==> config.mk <==
export PLATFORM = sky130hd
export DESIGN_NAME = scan_seq_ctrl
export DESIGN_NICKNAME = d
export VERILOG_FILES = /design/src/rtl/scan_seq_ctrl.sv
export SDC_FILE = /design/constraint.sdc
export NUM_CORES = 1
export LEC_CHECK = 0
export ABC_AREA = 0
export BUFFER_PORTS_ARGS = -buffer_cell sky130_fd_sc_hd__buf_2
export CAP_MARGIN = 20
export CELL_PAD_IN_SITES_DETAIL_PLACEMENT = 0
export CELL_PAD_IN_SITES_GLOBAL_PLACEMENT = 1
export CORE_MARGIN = 4
export CORE_UTILIZATION = 40
export CTS_CLUSTER_DIAMETER = 120
export DETAILED_ROUTE_END_ITERATION = 10
export GPL_TIMING_DRIVEN = 0
export PLACE_DENSITY = 0.73
export SLEW_MARGIN = 5
export SYNTH_ARGS = -nofsm -noshare
export SYNTH_HDL_FRONTEND = slang
export SYNTH_SLANG_ARGS = --single-unit
==> constraint.sdc <==
create_clock -name clk50 -period 2.4 [get_ports clk50]
set_clock_uncertainty 0.2 [all_clocks]
set_input_delay 0.36 -clock clk50 [delete_from_list [all_inputs] [get_ports clk50]]
set_output_delay 0.36 -clock clk50 [all_outputs]
set_load 0.01 [all_outputs]
==> src/rtl/scan_seq_ctrl.sv <==
// Scan sequencer: rotate stage through N_POS positions, settle, then walk enabled RF channels with one ADC window each.
// Optional rotation watchdog is built when CMB_SEQ_WDOG_EN is defined.
module scan_seq_ctrl #(
   parameter int unsigned N_POS         = 400,
   parameter int unsigned STEPS_PER_POS = 8,
   parameter int unsigned SETTLE_CYC    = 50000,
   parameter int unsigned SW_CYC        = 500,
   parameter int unsigned ADC_CYC       = 1000,
   parameter int unsigned WDOG_CYC      = 2000000
) (
   input  logic       clk50,
   input  logic       rst,
   input  logic       start,
   input  logic       abort,
   input  logic       stp_tick,
   input  logic [3:0] rf_mask,
   output logic       rot_en,
   output logic [3:0] rf_sw,
   output logic       adc_en,
   output logic       busy,
   output logic       done,
   output logic       fault,
   output logic [9:0] pos_count
);

   localparam int unsigned POS_W = 10;
   localparam int unsigned STP_W = 8;
   localparam int unsigned CH_W  = 2;
   localparam int unsigned MAX_A = (SETTLE_CYC > SW_CYC) ? SETTLE_CYC : SW_CYC;
   localparam int unsigned MAX_B = (MAX_A > ADC_CYC) ? MAX_A : ADC_CYC;
`ifdef CMB_SEQ_WDOG_EN
   localparam int unsigned CNT_MAX = (MAX_B > WDOG_CYC) ? MAX_B : WDOG_CYC;
`else
   localparam int unsigned CNT_MAX = MAX_B;
`endif
   localparam int unsigned CNT_W = $clog2(CNT_MAX + 1);

   typedef enum logic [2:0] {
      S_IDLE, S_SETTLE, S_RF_SEL, S_ACQ, S_ROTATE, S_DONE
   } state_t;

   state_t             state_q, state_d;
   logic [CNT_W-1:0]   cnt_q, cnt_d;
   logic [STP_W-1:0]   tick_q, tick_d;
   logic [POS_W-1:0]   pos_q, pos_d;
   logic [3:0]         mask_q, mask_d;
   logic [CH_W-1:0]    ch_q, ch_d;
   logic               rot_en_q, rot_en_d;
   logic [3:0]         rf_sw_q, rf_sw_d;
   logic               adc_en_q, adc_en_d;
   logic               busy_q, busy_d;
   logic               done_q, done_d;
   logic               fault_q, fault_d;

   logic [CH_W-1:0]    first_ch_c;
   logic [CH_W-1:0]    next_ch_c;
   logic               next_vld_c;

   // Lowest enabled channel, and lowest enabled channel above the current one.
   always_comb begin
      first_ch_c = '0;
      next_ch_c  = '0;
      next_vld_c = 1'b0;
      for (int i = 3; i >= 0; i--) begin
         if (mask_q[i]) begin
            first_ch_c = CH_W'(i);
            if (i > int'(ch_q)) begin
               next_ch_c  = CH_W'(i);
               next_vld_c = 1'b1;
            end
         end
      end
   end

   always_ff @(posedge clk50 or posedge rst) begin
      if (rst) begin
         state_q  <= S_IDLE;
         cnt_q    <= '0;
         tick_q   <= '0;
         pos_q    <= '0;
         mask_q   <= '0;
         ch_q     <= '0;
         rot_en_q <= 1'b0;
         rf_sw_q  <= '0;
         adc_en_q <= 1'b0;
         busy_q   <= 1'b0;
         done_q   <= 1'b0;
         fault_q  <= 1'b0;
      end else begin
         state_q  <= state_d;
         cnt_q    <= cnt_d;
         tick_q   <= tick_d;
         pos_q    <= pos_d;
         mask_q   <= mask_d;
         ch_q     <= ch_d;
         rot_en_q <= rot_en_d;
         rf_sw_q  <= rf_sw_d;
         adc_en_q <= adc_en_d;
         busy_q   <= busy_d;
         done_q   <= done_d;
         fault_q  <= fault_d;
      end
   end

   // Next state; outputs are decoded from the next state so they register with it.
   always_comb begin
      state_d = state_q;
      cnt_d   = cnt_q + CNT_W'(1);
      tick_d  = tick_q;
      pos_d   = pos_q;
      mask_d  = mask_q;
      ch_d    = ch_q;
      fault_d = fault_q;

      case (state_q)
         S_IDLE: begin
            cnt_d = '0;
            if (start && (rf_mask != 4'd0)) begin
               mask_d  = rf_mask;
               pos_d   = '0;
               fault_d = 1'b0;
               state_d = S_SETTLE;
            end
         end
         S_SETTLE: begin
            if (cnt_q == CNT_W'(SETTLE_CYC - 1)) begin
               ch_d    = first_ch_c;
               state_d = S_RF_SEL;
            end
         end
         S_RF_SEL: begin
            if (cnt_q == CNT_W'(SW_CYC - 1)) begin
               state_d = S_ACQ;
            end
         end
         S_ACQ: begin
            if (cnt_q == CNT_W'(ADC_CYC - 1)) begin
               if (next_vld_c) begin
                  ch_d    = next_ch_c;
                  state_d = S_RF_SEL;
               end else if (pos_q == POS_W'(N_POS - 1)) begin
                  state_d = S_DONE;
               end else begin
                  state_d = S_ROTATE;
               end
            end
         end
         S_ROTATE: begin
`ifdef CMB_SEQ_WDOG_EN
            // Cycle counter doubles as the stall watchdog, cleared by every step.
            if (stp_tick) begin
               cnt_d = '0;
            end else if (cnt_q == CNT_W'(WDOG_CYC - 1)) begin
               fault_d = 1'b1;
               state_d = S_IDLE;
            end
`else
            cnt_d = '0;
`endif
            if (stp_tick) begin
               if (tick_q == STP_W'(STEPS_PER_POS - 1)) begin
                  pos_d   = pos_q + POS_W'(1);
                  state_d = S_SETTLE;
               end else begin
                  tick_d = tick_q + STP_W'(1);
               end
            end
         end
         S_DONE: begin
            state_d = S_IDLE;
         end
         default: begin
            state_d = S_IDLE;
         end
      endcase

      // Abort wins over anything else happening this cycle.
      if (abort && (state_q != S_IDLE)) begin
         state_d = S_IDLE;
         pos_d   = pos_q;
         fault_d = fault_q;
      end

      if (state_d != state_q) begin
         cnt_d  = '0;
         tick_d = '0;
      end

      rot_en_d = (state_d == S_ROTATE);
      rf_sw_d  = ((state_d == S_RF_SEL) || (state_d == S_ACQ)) ? (4'd1 << ch_d) : 4'd0;
      adc_en_d = (state_d == S_ACQ);
      busy_d   = (state_d != S_IDLE);
      done_d   = (state_d == S_DONE);
   end

   assign rot_en    = rot_en_q;
   assign rf_sw     = rf_sw_q;
   assign adc_en    = adc_en_q;
   assign busy      = busy_q;
   assign done      = done_q;
   assign pos_count = pos_q;
`ifdef CMB_SEQ_WDOG_EN
   assign fault     = fault_q;
`else
   assign fault     = 1'b0;
`endif

endmodule

==> results of run 1 <==
[cell usage after synthesis (2+ instances only)]
cell type | count | share of area [%]
o21ai_0 | 5 | 0.92
nand4_1 | 14 | 3.2
nor4b_1 | 3 | 0.96
or3_1 | 3 | 0.69
and4b_1 | 2 | 0.73
nor4bb_1 | 4 | 1.5
nor4_1 | 3 | 0.69
nand2b_1 | 2 | 0.46
and4bb_2 | 2 | 0.92
nand2_1 | 17 | 2.3
buf_2 | 3 | 0.55
and4_1 | 2 | 0.64
a31oi_1 | 2 | 0.46
dfrtp_1 | 51 | 47
nand3_1 | 14 | 2.6
xor2_1 | 12 | 3.9
nor3_4 | 2 | 1.2
ha_1 | 3 | 1.4
inv_1 | 9 | 1.2
nor2_1 | 47 | 6.5
and3_1 | 2 | 0.46
a21oi_1 | 17 | 3.1
clkbuf_1 | 3 | 0.41
nor2b_1 | 5 | 1.1
nor3_1 | 5 | 0.92
mux2_2 | 4 | 1.7
o21bai_1 | 2 | 0.55
xnor2_1 | 15 | 4.8
[critical path: stages, from the launching register on]
cell     delay (ps)
dfrtp_1         420
or4_4           560
nor3_4          290
o22ai_4         160
buf_4           160
nor4_4          260
xnor2_1         140
nor2_1           50
[power by group through the flow]
| stage | sequential, W | combinational (W) | clock, W |
|---|---|---|---|
| after detailed placement | 0.000983 | 0.000453 | 0 |
| after CTS | 0.000965 | 0.000504 | 0.000640 |
| after floorplan | 0.000973 | 0.000330 | 0 |
| after global routing | 0.000977 | 0.000634 | 0.000676 |
| final | 0.000968 | 0.000565 | 0.000629 |
| after global placement | 0.000981 | 0.000443 | 0 |
[cell families after synthesis]
logic type | synth area share, %
other | 0.1377
xor gates and xnor gates | 8.682
and+or+nand+nor | 27.52
buffers and inverters | 2.618
DFF | 46.85
AOI/OAI and AO/OA | 10.24
muxes | 2.572
adders and majority gates | 1.378
[through the flow]
step / setup WS [ps] / cells
final: 43.15 / 403
after global routing: -39.57 / 403
after CTS: 13.36 / 394
after floorplan: 117.2 / 279
after detailed placement: -317.6 / 383
after global placement: -304.3 / 382
[layer usage]
layer,global-route usage (%),vias to the layer above,part of all wire [%]
li1,-,1076,-
met1,19.35,1058,46
met2,25.08,27,49
met3,2.750,8,2.8
met4,5.740,0,1.7
met5,0,-,0
[cell type report]
| class | instances | area (sq um) |
|---|---|---|
| Buffer | 6 | 35.03 |
| Clock buffer | 6 | 82.58 |
| Clock inverter | 2 | 35.03 |
| Fill cell | 619 | 3133 |
| Inverter | 9 | 33.78 |
| Multi-Input combinational cell | 211 | 1536 |
| Sequential cell | 51 | 1281 |
| Tap cell | 77 | 96.34 |
| Timing Repair Buffer | 41 | 261.5 |
[final timing paths]
| check | startpoint | end | slack (ps) |
|---|---|---|---|
| max | tick_q[5]$_DFFE_PP0P_ | pos_count[6]$_DFFE_PP0P_ | 40 |
| min | rf_mask[3] | mask_q[3]$_DFFE_PP0P_ | 100 |
| max reg2reg | tick_q[5]$_DFFE_PP0P_ | pos_count[6]$_DFFE_PP0P_ | 40 |
| min reg2reg | mask_q[0]$_DFFE_PP0P_ | mask_q[0]$_DFFE_PP0P_ | 350 |
| max in group asynchronous | rst | cnt_q[0]$_DFF_PP0_ | 1070 |
| min in group asynchronous | rst | mask_q[3]$_DFFE_PP0P_ | 400 |
[sequential cells by signal, indices dropped and copies added, names as in the netlist]
register	cells
tick_q	8
rf_sw	4
adc_en	1
done	1
busy	1
ch_q	2
state_q	3
pos_count	10
rot_en	1
mask_q	4
cnt_q	16
[what timing repair did]
item	CTS	global route
hold endpoints to repair	18	0
hold buffers	1	0
buffers inserted	3	10
pin swaps	4	7
setup endpoints to repair	36	32
gates resized for setup	17	25
==> flow_summary.yaml, run 1 <==
layout:
  count_of_inserted_antenna_diode_cells: 0
  most_common_cell_after_layout_fill_and_taps_aside: "dfrtp_1"
  final_nets: 337
  fin_area_sq_um: 3362
  syn_to_final_growth_pct: 23.43
  layout-drive-gt1-share_pct: 29.75
  mostFrequentLayoutCells: "47 x dfrtp_1, 44 x nor2_1, 29 x buf_2"
  final_core_util_pct: 51.76
routing:
  drtPass1Iterations: 4
  ant_nets: 0
  detail_route.iter0.violations: 49
  routedWlPerCell_microns: 15.04
  route.detailed.drc: 0
  via_per_inst: 5.382
  dr_total_vias: 2169
  wl_microns: 6061
status:
  result_of_the_run: "completed"
logic_synthesis:
  synth_cells: 279
  synth-async-reset-ratio_pct: 100.0
  register_area_share_after_synthesis_pct: 46.85
  synth.distinct_cells: 54
  synth_flop_cell: "dfrtp_1"
  synth_warnings: 0
  syn-num-nets: 291
  ys_seq_elements: 51
  post_syn_area_sq_um: 2724
  synth-edff-count: 0
  synth_area_per_cell_sq_um: 9.763
sta:
  fmax_mhz: 424.3
  grt_setup_unrepaired: "true"
  slew_headroom_pct: 59.29
  fin_hold_ws_ps: 98.78
  hold_viol: 0
  tightest_slew_ps: 604.2
  layout_worst_path_cycle_share_pct: 98.20
  setup_viol: 0
  finalMaxSlewViolations: 0
  setup_total_negative_slack_ps: 0
  timing.final.crit_period_ps: 2357
die:
  die_area_sq_um: 8194
  initial_core_util_pct: 41.94
  core_area_sq_um: 6495
  num_io_pins: 28
  die_height_microns: 90.52
  die_width_microns: 90.52
  core.rowCount: 29
clocking:
  clkTransAtPathRegs_ps: 90
  clock_tree_buf_depth: 2
  cts_buffers: 5
  cts.htree.levels: 2
  clock_network_latency_to_the_later_pin_of_the_worst_skew_pair_ps: 300
  cts_root_buffer: "clkbuf_8"
  clock-sinks: 51
  tritoncts_clock_tree: "built"
global_route:
  grt_usage_pct: 15.05
  grt_pass1_vias: 2145
  largest_net_degree_at_the_start_of_global_routing: 34
  grt_first_pass_wirelength_microns: 10220
  global_route.overflow_total: 0
  grt_antenna_before_repair: 0
power:
  vdd_drop_max_uv: 262.8
  power_per_cell_area_nw_per_um2: 643.1
  netSwitchingFraction_pct: 32.26
  p_leak_nw: 1.453
  p_comb_share_pct: 26.1
  p_int_w: 0.001465
  power.net_switching_w: 0.0006974
  p_clk_share_pct: 29.1
  total_power_draw_w: 0.002162
  seqPwrFrac_pct: 44.8
placement:
  buffer_ports.inserted: 26
  detailedPlacementHpwl_microns: 4261
  gp_congestion: 0.8427
  area_after_detailed_placement_sq_um: 2970
hold_path:
  hold_path_class: "in -> reg"
  worstHoldPathCells: 2
critical_path:
  critical_path_peak_fanout: 7
  crit_arrival_ps: 2350
  ff_to_ff_path_depth: 7
  critPathKind: "reg -> reg"
  cp-start-kind: "flop"
  crit_path_end_kind: "flop"
  cp_data_required_time_ps: 2400
run:
  max-cap-violations: 0
Power figures use the tool's default switching activity.
==> run 2, diff against run 1 <==
--- a/config.mk
+++ b/config.mk
@@ -14,6 +14,7 @@
 export CORE_UTILIZATION = 40
 export CTS_CLUSTER_DIAMETER = 120
 export DETAILED_ROUTE_END_ITERATION = 10
+export GPL_ROUTABILITY_DRIVEN = 0
 export GPL_TIMING_DRIVEN = 0
 export PLACE_DENSITY = 0.73
 export SLEW_MARGIN = 5
==> constraint.sdc (replaced) <==
create_clock -name clk50 -period 2.1 [get_ports clk50]
set_clock_uncertainty 0.2 [all_clocks]
set_input_delay 0.315 -clock clk50 [delete_from_list [all_inputs] [get_ports clk50]]
set_output_delay 0.315 -clock clk50 [all_outputs]
set_load 0.01 [all_outputs]
==> run 2 against run 1 <==
Against the previous run:
- the flow now finishes with violations (negative setup slack)
- first-iteration DRC count is 150% higher
- sequential power is 14% higher
- global-route usage is 0.90 points higher
- critical endpoint is now pos_count[5]$_DFFE_PP0P_
==> flow_summary.yaml, run 2 (synthesized netlist as in run 1, its figures left out) <==
routing:
  via_per_inst: 5.426
  wl_microns: 6194
  route.detailed.drc: 0
  ant_nets: 0
  dr_total_vias: 2230
  drtPass1Iterations: 6
  routedWlPerCell_microns: 15.07
  detail_route.iter0.violations: 121
global_route:
  grt_first_pass_wirelength_microns: 10850
  grt_pass1_vias: 2281
  grt_antenna_before_repair: 0
  grt_usage_pct: 15.95
  largest_net_degree_at_the_start_of_global_routing: 36
  global_route.overflow_total: 0
status:
  violated_checks: "negative setup slack"
  result_of_the_run: "complete, but fails checks"
die:
  core_area_sq_um: 6495
  core.rowCount: 29
  num_io_pins: 28
  initial_core_util_pct: 41.94
  die_height_microns: 90.52
  die_area_sq_um: 8194
  die_width_microns: 90.52
clocking:
  clock_network_latency_to_the_later_pin_of_the_worst_skew_pair_ps: 310
  clock_tree_buf_depth: 2
  clock-sinks: 51
  cts.htree.levels: 2
  clkTransAtPathRegs_ps: 100
  tritoncts_clock_tree: "built"
  cts_buffers: 5
  cts_root_buffer: "clkbuf_8"
run:
  max-cap-violations: 0
sta:
  hold_viol: 0
  finalMaxSlewViolations: 0
  grt_setup_unrepaired: "true"
  setup_viol: 25
  setup_ws_ps: -87.44
  fmax_mhz: 457.2
  layout_worst_path_cycle_share_pct: 104.2
  timing.final.crit_period_ps: 2187
layout:
  most_common_cell_after_layout_fill_and_taps_aside: "dfrtp_1"
  fin_area_sq_um: 3576
  largest_register: "cnt_q"
  mostFrequentLayoutCells: "46 x dfrtp_1, 38 x nor2_1, 26 x buf_2"
  largest_reg_flops: 16
  syn_to_final_growth_pct: 31.28
  final_nets: 345
  layout-drive-gt1-share_pct: 35.93
  count_of_inserted_antenna_diode_cells: 0
critical_path:
  crit_path_end_kind: "flop"
  crit_arrival_ps: 2240
  cp_data_required_time_ps: 2150
  crit_family: "simple AND/OR/NAND/NOR gates"
  critical_path.cell_chain: "or4_4, nor3_4, buf_6, o22ai_4, or3_4, xor2_1, nor2_1"
  slowest_delay_ps: 550
  critical-path-slowest-cell: "or4_4"
  critPathKind: "reg -> reg"
  cp-start-kind: "flop"
  buffers_and_inverters_on_the_worst_path: 1
  critical_path_peak_fanout: 5
power:
  power_per_cell_area_nw_per_um2: 723.4
  total_power_draw_w: 0.002587
  vdd_drop_max_uv: 317.4
  p_leak_nw: 1.530
placement:
  detailedPlacementHpwl_microns: 4287
  buffer_ports.inserted: 26
  area_after_detailed_placement_sq_um: 2998
hold_path:
  hold_path_class: "in -> reg"
[run 2: cell count changes in the layout (fill, tap and decap cells not counted), moves of 2 or more]
cell    previous run  this run
buf_2             29        26
buf_6              1         3
nor2_1            44        38
buf_4             14        22
nor2_2             2         8
[run 2: worst paths after layout]
| path | endpoint | slack, ps | cells after the start | startpoint |
|---|---|---|---|---|
| setup / recovery | pos_count[5]$_DFFE_PP0P_ | -90 | 7 | tick_q[5]$_DFFE_PP0P_ |
| hold / removal | mask_q[3]$_DFFE_PP0P_ | 50 | 2 | rf_mask[3] |
| setup reg to reg | pos_count[5]$_DFFE_PP0P_ | -90 | 7 | tick_q[5]$_DFFE_PP0P_ |
| hold reg to reg | mask_q[0]$_DFFE_PP0P_ | 360 | 1 | mask_q[0]$_DFFE_PP0P_ |
| max in group asynchronous | state_q[1]$_DFF_PP0_ | 850 | 4 | rst |
| min in group asynchronous | mask_q[0]$_DFFE_PP0P_ | 320 | 3 | rst |
[run 2: metrics by stage]
step | hold WS (ps) | setup TNS [ps] | cells | setup WS [ps] | utilization (%)
after detailed placement | 125.9 | -12170 | 383 | -373.5 | 46.16
final | 52.49 | -607.1 | 411 | -87.44 | 55.06
after floorplan | 179.9 | -186.9 | 279 | -82.08 | -
after global routing | 49.30 | -6129 | 411 | -184.7 | 55.06
after CTS | 47.55 | -1086 | 407 | -159.2 | 53.65
after global placement | 277.1 | -29100 | 382 | -387.5 | 45.85
[run 2: repair_timing]
item / 4_1_cts / 5_1_grt
hold buffers: 1 / 0
buffers inserted: 17 / 4
hold endpoints to repair: 16 / 0
pin swaps: 28 / 19
resized for setup: 50 / 16
endpoints found under the setup margin: 48 / 46
[run 2: worst reg2reg max path, cell delays in order (launching register included)]
cell	delay, ps
dfrtp_1	390
or4_4	550
nor3_4	130
buf_6	140
o22ai_4	90
or3_4	380
xor2_1	140
nor2_1	90
[run 2: final cells by class]
type                            count  area (sq um)
Sequential cell                    51          1282
Tap cell                           77         96.34
Timing Repair Buffer               49         337.8
Clock inverter                      2         38.79
Fill cell                         568          2919
Inverter                            9         33.78
Buffer                              6         55.05
Clock buffer                        6         82.58
Multi-Input combinational cell    211          1649
[run 2: per-layer routing]
metal	routed length [microns]	global-route usage, %
met5	0	0
met4	85	4.209
met3	194	3.250
met2	3126	27.42
met1	2789	20.35
[run 2: power breakdown]
group	switching [W]	internal (W)
clock	0.000337	0.000392
combinational	0.000461	0.000293
sequential	0.0000561	0.00105
total	0.000854	0.00173
